$ cat src/rtl/uart_pkg.sv
// Shared types and helpers for the FIFO-draining UART transmitter.
// Optional feature macro: UART_TX_PARITY_EN (adds an even-parity bit per frame).
package uart_pkg;

`ifdef UART_TX_PARITY_EN
  localparam int UART_FRAME_BITS = 11;

  typedef enum logic [2:0] {
    IDLE   = 3'd0,
    POP    = 3'd1,
    LOAD   = 3'd2,
    START  = 3'd3,
    DATA   = 3'd4,
    PARITY = 3'd5,
    STOP   = 3'd6
  } tx_state_t;
`else
  localparam int UART_FRAME_BITS = 10;

  typedef enum logic [2:0] {
    IDLE   = 3'd0,
    POP    = 3'd1,
    LOAD   = 3'd2,
    START  = 3'd3,
    DATA   = 3'd4,
    STOP   = 3'd5
  } tx_state_t;
`endif

  localparam int UART_DATA_BITS = 8;

  // Integer truncation: the bit period is rounded down to whole clocks.
  function automatic int calc_clks_per_bit(input int clock_freq, input int baud_rate);
    return clock_freq / baud_rate;
  endfunction

  function automatic int calc_cnt_width(input int clks_per_bit);
    return (clks_per_bit > 1) ? $clog2(clks_per_bit) : 1;
  endfunction

endpackage

$ cat src/rtl/uart_baud_gen.sv
// Bit-period timer: counts 0..CLKS_PER_BIT-1 and pulses o_bit_tick on the last count.
// i_clear restarts the period so the start bit gets a full CLKS_PER_BIT cycles.
module uart_baud_gen #(
  parameter int CLKS_PER_BIT = 10,
  parameter int CNT_W        = 4
) (
  input  logic clk,
  input  logic rst,
  input  logic i_clear,
  output logic o_bit_tick
);

  localparam logic [CNT_W-1:0] LP_LAST = CNT_W'(CLKS_PER_BIT - 1);

  logic [CNT_W-1:0] r_cnt;
  logic             w_at_last;

  assign w_at_last  = (r_cnt == LP_LAST);
  assign o_bit_tick = w_at_last && !i_clear;

  always_ff @(posedge clk) begin
    if (rst || i_clear) begin
      r_cnt <= '0;
    end else if (w_at_last) begin
      r_cnt <= '0;
    end else begin
      r_cnt <= r_cnt + 1'b1;
    end
  end

endmodule

$ cat src/rtl/fifo_uart_tx.sv
// FIFO read-side UART transmitter: pops one entry per frame, sends 8N1 LSB-first.
// Optional feature macro: UART_TX_PARITY_EN (even parity between data and stop).
//
// state  | meaning
// IDLE   | line high, waiting for fifo_empty == 0
// POP    | one-cycle fifo_rd_en strobe
// LOAD   | capture fifo_dout[7:0], restart bit timer
// START  | start bit (low)
// DATA   | eight data bits, LSB first
// PARITY | even parity bit (macro builds only)
// STOP   | stop bit (high)
module fifo_uart_tx
  import uart_pkg::*;
#(
  parameter int CLOCK_FREQ = 125_000_000,
  parameter int BAUD_RATE  = 115_200,
  parameter int DATA_WIDTH = 8
) (
  input  logic                  clk,
  input  logic                  rst,
  input  logic [DATA_WIDTH-1:0] fifo_dout,
  input  logic                  fifo_empty,
  output logic                  fifo_rd_en,
  output logic                  serial_out,
  output logic                  tx_busy
);

  localparam int LP_CLKS_PER_BIT = calc_clks_per_bit(CLOCK_FREQ, BAUD_RATE);
  localparam int LP_CNT_W        = calc_cnt_width(LP_CLKS_PER_BIT);

  tx_state_t  r_state;
  tx_state_t  w_state_next;
  logic [7:0] r_shift;
  logic [2:0] r_bit_cnt;
  logic       w_bit_tick;
  logic       w_clear;
  logic       w_load;
  logic       w_shift;
  logic       w_unused_dout;

  // Upper FIFO bits are not transmitted.
  assign w_unused_dout = ^fifo_dout;

  uart_baud_gen #(
    .CLKS_PER_BIT (LP_CLKS_PER_BIT),
    .CNT_W        (LP_CNT_W)
  ) u_baud_gen (
    .clk        (clk),
    .rst        (rst),
    .i_clear    (w_clear),
    .o_bit_tick (w_bit_tick)
  );

  always_ff @(posedge clk) begin
    if (rst) begin
      r_state <= IDLE;
    end else begin
      r_state <= w_state_next;
    end
  end

  always_comb begin
    w_state_next = r_state;
    fifo_rd_en   = 1'b0;
    w_clear      = 1'b0;
    w_load       = 1'b0;
    w_shift      = 1'b0;
    case (r_state)
      IDLE: begin
        if (!fifo_empty) begin
          w_state_next = POP;
        end
      end
      POP: begin
        fifo_rd_en   = 1'b1;
        w_state_next = LOAD;
      end
      LOAD: begin
        w_clear      = 1'b1;
        w_load       = 1'b1;
        w_state_next = START;
      end
      START: begin
        if (w_bit_tick) begin
          w_state_next = DATA;
        end
      end
      DATA: begin
        if (w_bit_tick) begin
          w_shift = 1'b1;
          if (r_bit_cnt == 3'd7) begin
`ifdef UART_TX_PARITY_EN
            w_state_next = PARITY;
`else
            w_state_next = STOP;
`endif
          end
        end
      end
`ifdef UART_TX_PARITY_EN
      PARITY: begin
        if (w_bit_tick) begin
          w_state_next = STOP;
        end
      end
`endif
      STOP: begin
        if (w_bit_tick) begin
          w_state_next = IDLE;
        end
      end
      default: begin
        w_state_next = IDLE;
      end
    endcase
  end

`ifdef UART_TX_PARITY_EN
  logic r_parity;

  always_ff @(posedge clk) begin
    if (rst) begin
      r_parity <= 1'b0;
    end else if (w_load) begin
      r_parity <= ^fifo_dout[7:0];
    end
  end
`endif

  always_ff @(posedge clk) begin
    if (rst) begin
      r_shift   <= '0;
      r_bit_cnt <= '0;
    end else if (w_load) begin
      r_shift   <= fifo_dout[7:0];
      r_bit_cnt <= '0;
    end else if (w_shift) begin
      r_shift   <= {1'b0, r_shift[7:1]};
      r_bit_cnt <= r_bit_cnt + 1'b1;
    end
  end

  always_comb begin
    serial_out = 1'b1;
    case (r_state)
      START:   serial_out = 1'b0;
      DATA:    serial_out = r_shift[0];
`ifdef UART_TX_PARITY_EN
      PARITY:  serial_out = r_parity;
`endif
      default: serial_out = 1'b1;
    endcase
  end

  assign tx_busy = (r_state != IDLE);

endmodule

$ cat config.mk
export PLATFORM = sky130hd
export DESIGN_NAME = fifo_uart_tx
export DESIGN_NICKNAME = d
export VERILOG_FILES = /design/src/rtl/uart_pkg.sv /design/src/rtl/uart_baud_gen.sv /design/src/rtl/fifo_uart_tx.sv
export SDC_FILE = /design/constraint.sdc
export NUM_CORES = 1
export LEC_CHECK = 0
export CORE_ASPECT_RATIO = 1.2
export CORE_UTILIZATION = 30
export CTS_BUF_LIST = sky130_fd_sc_hd__clkbuf_2
export CTS_CLUSTER_DIAMETER = 50
export DETAILED_ROUTE_END_ITERATION = 12
export MAX_ROUTING_LAYER = met4
export SETUP_SLACK_MARGIN = 0.5
export SKIP_CTS_REPAIR_TIMING = 1
export SYNTH_ARGS = -nofsm -noshare
export SYNTH_HDL_FRONTEND = slang
export SYNTH_SLANG_ARGS = --single-unit
export TNS_END_PERCENT = 5
$ cat constraint.sdc
create_clock -name clk -period 3.7 [get_ports clk]
set_clock_uncertainty 0.1 [all_clocks]
set_input_delay 0.37 -clock clk [delete_from_list [all_inputs] [get_ports clk]]
set_output_delay 0.37 -clock clk [all_outputs]
set_load 0.005 [all_outputs]
### After elaboration in Yosys (flattened, before gate mapping)

Cells that the tools add are included.

* logic and storage cells: 40
* input bits: 11
* register bits after elaboration: 25

* $add $sub $neg: 2
* equality and inequality tests: 12
* multiplexer cells: 13
* reduce and logical (&&, ||, !) cells: 9

Operator list (count)
* 3-bit one-hot mux with 6 select lines: 1
* 8-bit 2-to-1 mux: 2
* 3-bit 2-to-1 mux: 5
* 11-bit by 1-bit adder with 11-bit output (second input constant): 1
* 11-bit == test (second input constant): 1
* 3-bit == test (second input constant): 3
* 3-bit by 2-bit == test with 1-bit output (second input constant): 2
* 2-bit by 1-bit inequality test with 1-bit output (second input constant): 3
* 5-bit AND reduction: 1
* 1-bit 2-to-1 mux: 4
* 2-bit inequality test (second input constant): 2
* 2-bit OR reduction: 2
* 3-bit by 1-bit adder with 3-bit output (second input constant): 1
* 3-bit by 1-bit == test with 1-bit output (second input constant): 1
* 3-bit zero test: 1
* 3-bit nonzero test: 1
* 1-bit one-hot mux with 2 select lines: 1
* 2-bit nonzero test: 1
* 1-bit logical AND: 1
* 1-bit zero test: 1
* 1-bit logical OR: 1

### Depth between registers and ports, before layout

* word-level depth: 8
* mapped depth: 7
* gate-level depth less buffers: 6

### Hierarchy

From an unflattened synthesis, not the netlist that was laid out.

* cell total of the unflattened synthesis: 140
* area, all modules: 1282.5 um2

By module, submodules not included
* fifo_uart_tx: sequential area each 280.3 um2, instances 1, area each 695.7 um2, cells an instance 75
* uart_baud_gen: sequential area each 220.2 um2, instances 1, area each 586.8 um2, cells an instance 65

### Worst setup path before layout

OpenSTA, ideal clock, no wires.

* kind: register to register
* from: register r_state[1]
* to: register r_bit_cnt[1]
* buffers on the path: 2
* stages on the path, launching flop included: 7
* clock period less this slack: 1.894 ns
* arrival: 1.669 ns
* slack: 1.806 ns
* path through: dfxtp_1 > buf_6 > or3b_4 > nor4_4 > buf_6 > mux2i_1 > nor2_1

* word-level cells in the longest chain between the ends: 6
* elaborated cells on any way between the ends: 8
* those cells by class: eq/ne (2); mux (3); reduce/logical (3)

RTL lines
* start: declaration: RTL line fifo_uart_tx.sv:31 `tx_state_t r_state;`
* start signal: assignment: RTL line fifo_uart_tx.sv:58 `r_state <= w_state_next;`
* 3-bit by 2-bit == test with 1-bit output: RTL line fifo_uart_tx.sv:68 `case (r_state)`
* 1-bit 2-to-1 mux: RTL line fifo_uart_tx.sv:68
* 1-bit zero test: RTL line uart_baud_gen.sv:19 `assign o_bit_tick = w_at_last && !i_clear;`
* 1-bit logical AND: RTL line uart_baud_gen.sv:19
* 1-bit 2-to-1 mux: RTL line fifo_uart_tx.sv:89 `if (w_bit_tick) begin`
* 1-bit 2-to-1 mux: RTL line fifo_uart_tx.sv:68
* end signal: assignment: RTL line fifo_uart_tx.sv:139 `r_bit_cnt <= r_bit_cnt + 1'b1;`
* end: declaration: RTL line fifo_uart_tx.sv:34 `logic [2:0] r_bit_cnt;`

Several ways; a longest one is shown, not always the timed one.
A chain may end at the register's enable or synchronous reset.

### Worst setup path after layout

* from: register r_state[2]
* to: register r_shift[0]

* word-level cells in the longest chain between the ends: 7
* elaborated cells on any way between the ends: 9
* those cells by class: eq/ne (2); mux (4); reduce/logical (3)

RTL lines
* 3-bit by 2-bit == test with 1-bit output: RTL line fifo_uart_tx.sv:68
* 1-bit 2-to-1 mux: RTL line fifo_uart_tx.sv:68
* 1-bit zero test: RTL line uart_baud_gen.sv:19
* 1-bit logical AND: RTL line uart_baud_gen.sv:19
* 1-bit 2-to-1 mux: RTL line fifo_uart_tx.sv:89
* 1-bit 2-to-1 mux: RTL line fifo_uart_tx.sv:68
* 2-bit nonzero test (no source line)
* end signal: assignment: RTL line fifo_uart_tx.sv:135 `r_shift <= fifo_dout[7:0];`
* end signal: assignment: RTL line fifo_uart_tx.sv:138 `r_shift <= {1'b0, r_shift[7:1]};`
* end: declaration: RTL line fifo_uart_tx.sv:33 `logic [7:0] r_shift;`

Several ways; a longest one is shown, not always the timed one.

==> flow_metrics.py <==
metrics = {
    "run_status": {
        "status": "finished, final reports clean",
    },
    "floorplanning": {
        "die_area_um2": 4584,
        "core-area_um2": 4035,
        "rows": 25,
        "boundaryPins": 14,
        "die_height_um": 73.97,
        "start_util": 0.3209,
        "die_w_um": 61.98,
    },
    "routing": {
        "drtIter0Drc": 144,
        "avgViaCountPerCell": 5.043,
        "vias": 1064,
        "drtPass1Iterations": 4,
        "post_drt_wl_per_cell_um": 12.40,
        "ant_nets": 0,
        "drc_errors": 0,
        "wirelength_um": 2616,
    },
    "finish": {
        "register_area_um2": 500.5,
        "num_antenna_cells": 0,
        "fin_util": 0.3622,
        "syn_to_final_growth_pct": 12.85,
        "num-fill-cells": 409,
        "multi_input_area_um2": 732.0,
        "final_layout_size_suffix_gt1_frac": 0.07006,
        "final_nets": 173,
    },
    "power": {
        "intPower_uw": 351.8,
        "total_power_uw": 483.5,
        "switching_power_uw": 131.7,
        "swShare": 0.2724,
        "p_clk_frac": 0.226,
        "leakagePower_nw": 0.5028,
        "cellPowerDensity_nw_per_um2": 330.8,
        "vdd_drop_max_mv": 0.2484,
        "seqPwrFrac": 0.617,
        "p_comb_frac": 0.158,
    },
    "placement": {
        "port_buffers": 13,
        "place_congestion": 0.8266,
        "dp_hpwl_um": 1916,
        "post-place-ws_ns": 1.241,
    },
    "yosys": {
        "synth-edff-count": 0,
        "yosys.area_share.simple": 0.3024,
        "synth_top_family_by_area": "simple AND/OR/NAND/NOR gates",
        "synth-seq-area-share": 0.3865,
        "synth.area.top_cells": "dfxtp_1 39%, nor2_1 7.2%, ha_1 3.9%",
        "syn_inst": 149,
        "syn-num-nets": 164,
        "syn_avg_cell_area_um2": 8.691,
        "synth_compound_area_frac": 0.1469,
        "yosysTopAreaCellShare": 0.3865,
        "synth_area_um2": 1295,
        "yosysUniqueCellTypes": 45,
        "synth_fa_ha_area_frac": 0.03865,
        "synth_area_leader_cell": "dfxtp_1",
        "synth_flop_cell": "dfxtp_1",
        "synth_xor_area_frac": 0.03382,
        "async_flop_share": 0,
        "muxShareOfSynthArea": 0.03961,
        "ys_ff_latch": 25,
        "synth_common_cells": "25 x dfxtp_1, 25 x nor2_1, 9 x nand2_1, 6 x a21oi_1",
        "ys_warn_count": 0,
    },
    "timing": {
        "setup-violations-final": 0,
        "hold_violations": 0,
        "fin_tns_setup_ns": 0,
        "fin_crit_ns": 2.527,
        "setup_ws_ns": 1.173,
        "rsz0062_at_grt": "false",
        "finalMaxSlewViolations": 0,
        "tightestPinTransition_ns": 1.026,
        "hold_ws_ns": 0.3878,
        "max_freq_ghz": 0.3958,
        "period_share": 0.6829,
        "maxSlewHeadroom": 0.3130,
    },
    "critical_path": {
        "r2r_end": "r_shift[0]",
        "crit_path_start_kind": "flop",
        "worstReg2RegStart": "r_state[2]",
        "ff2ff_setup_slack_ns": 1.17,
        "r2r_cells": 4,
        "critPathMaxFanout": 18,
        "cp.arrival_ns": 2.68,
        "crit_start": "r_state[2]",
        "critPathCaptureType": "flop",
        "critical_path_required_ns": 3.86,
        "crit_type": "flop to flop",
    },
    "cts": {
        "root_buffer": "clkbuf_2",
        "clock_path_buffers": 2,
        "cts_buffers": 3,
        "insertion_delay_ns": 0.34,
        "clk_pin_slew_ns": 0.23,
        "clock_sinks": 25,
        "cts-htree-levels": 1,
        "cts_tree": "done",
    },
    "global_routing": {
        "overflow": 0,
        "grt.total_usage": 0.1287,
        "antenna_found_initial": 0,
        "grt_pass1_wl_um": 4353,
        "grt_pass1_vias": 1010,
        "grt_max_degree": 19,
    },
    "min_path": {
        "min_path_type": "flop to flop",
        "whs_path_depth": 2,
        "hold_path_startpoint": "r_shift[7]",
        "min_to": "r_shift[7]",
    },
    "job": {
        "cap_violations": 0,
    },
}
==> power groups by stage <==
| stage | clock network [mW] | logic, mW | registers (mW) |
|---|---|---|---|
| after floorplan | 0 | 0.0572 | 0.296 |
| after global placement | 0 | 0.0734 | 0.302 |
| after detailed placement | 0 | 0.0771 | 0.303 |
| after CTS | 0.117 | 0.0777 | 0.298 |
| after global routing | 0.125 | 0.0852 | 0.301 |
| final | 0.109 | 0.0763 | 0.298 |
==> layout by cell type, fill, tap and decap left out, types with 2 or more instances in the layout <==
cell type / instances
nor2_1: 25
dfxtp_1: 25
clkdlybuf4s50_1: 13
nand2_1: 9
a21oi_1: 6
o21ai_0: 5
nor3_1: 5
nand3_1: 5
mux2i_1: 4
a211oi_1: 4
ha_1: 4
clkbuf_2: 4
nor3b_1: 3
nor2b_1: 3
inv_1: 3
nand4_1: 3
a2111oi_1: 3
xor2_1: 3
xnor2_1: 2
nand2b_1: 2
a31oi_1: 2
==> stage by stage <==
stage / instances / cell area [µm²]
floorplan: 149 / 1295
global placement: 207 / 1441
detailed placement: 207 / 1441
CTS: 211 / 1461
global route: 211 / 1461
finish: 211 / 1461
==> worst max path at each step <==
stage          slack (ns)            to
2_1_floorplan        1.81  r_bit_cnt[1]
3_3_place_gp         1.34    r_shift[0]
3_5_place_dp         1.24    r_shift[0]
4_1_cts              1.18    r_shift[0]
5_1_grt              0.96    r_shift[2]
6_report             1.17    r_shift[0]
==> state kept, by name (all words and copies together), names as in the netlist <==
signal and count:
r_state 3, r_shift 8, r_bit_cnt 3, u_baud_gen.r_cnt 11
==> area by class of cell <==
type,instances,share of cell area
sequential,25,0.3425
tap,54,0.04623
clock buffer,4,0.01370
timing repair buffer,13,0.08904
inverter,3,0.007705
multi-input combinational,112,0.5009
==> kinds of logic (layout without fill, tap and decap cells) <==
group	Yosys count	in the layout
and+or+nand+nor	71	71
DFF	25	25
muxes	5	5
buffers and inverters	12	20
AOI/OAI and AO/OA	27	27
xor gates and xnor gates	5	5
adders and majority gates	4	4
==> worst max-delay path, cell delays in order (launching register included) <==
cell       delay [ns]
dfxtp_1          0.53
or3b_4           0.44
nor4_4           0.89
nor3_1           0.09
a2111oi_1        0.38
==> per-layer routing <==
metal  up-vias  wire length (µm)  track usage
li1        549                 -            -
met1       495              1262       0.1533
met2        18              1249       0.2163
met3         2                92      0.03304
met4         0                11      0.02469
met5         -                 0            -
Note: power is estimated with default switching activity, not from simulation.
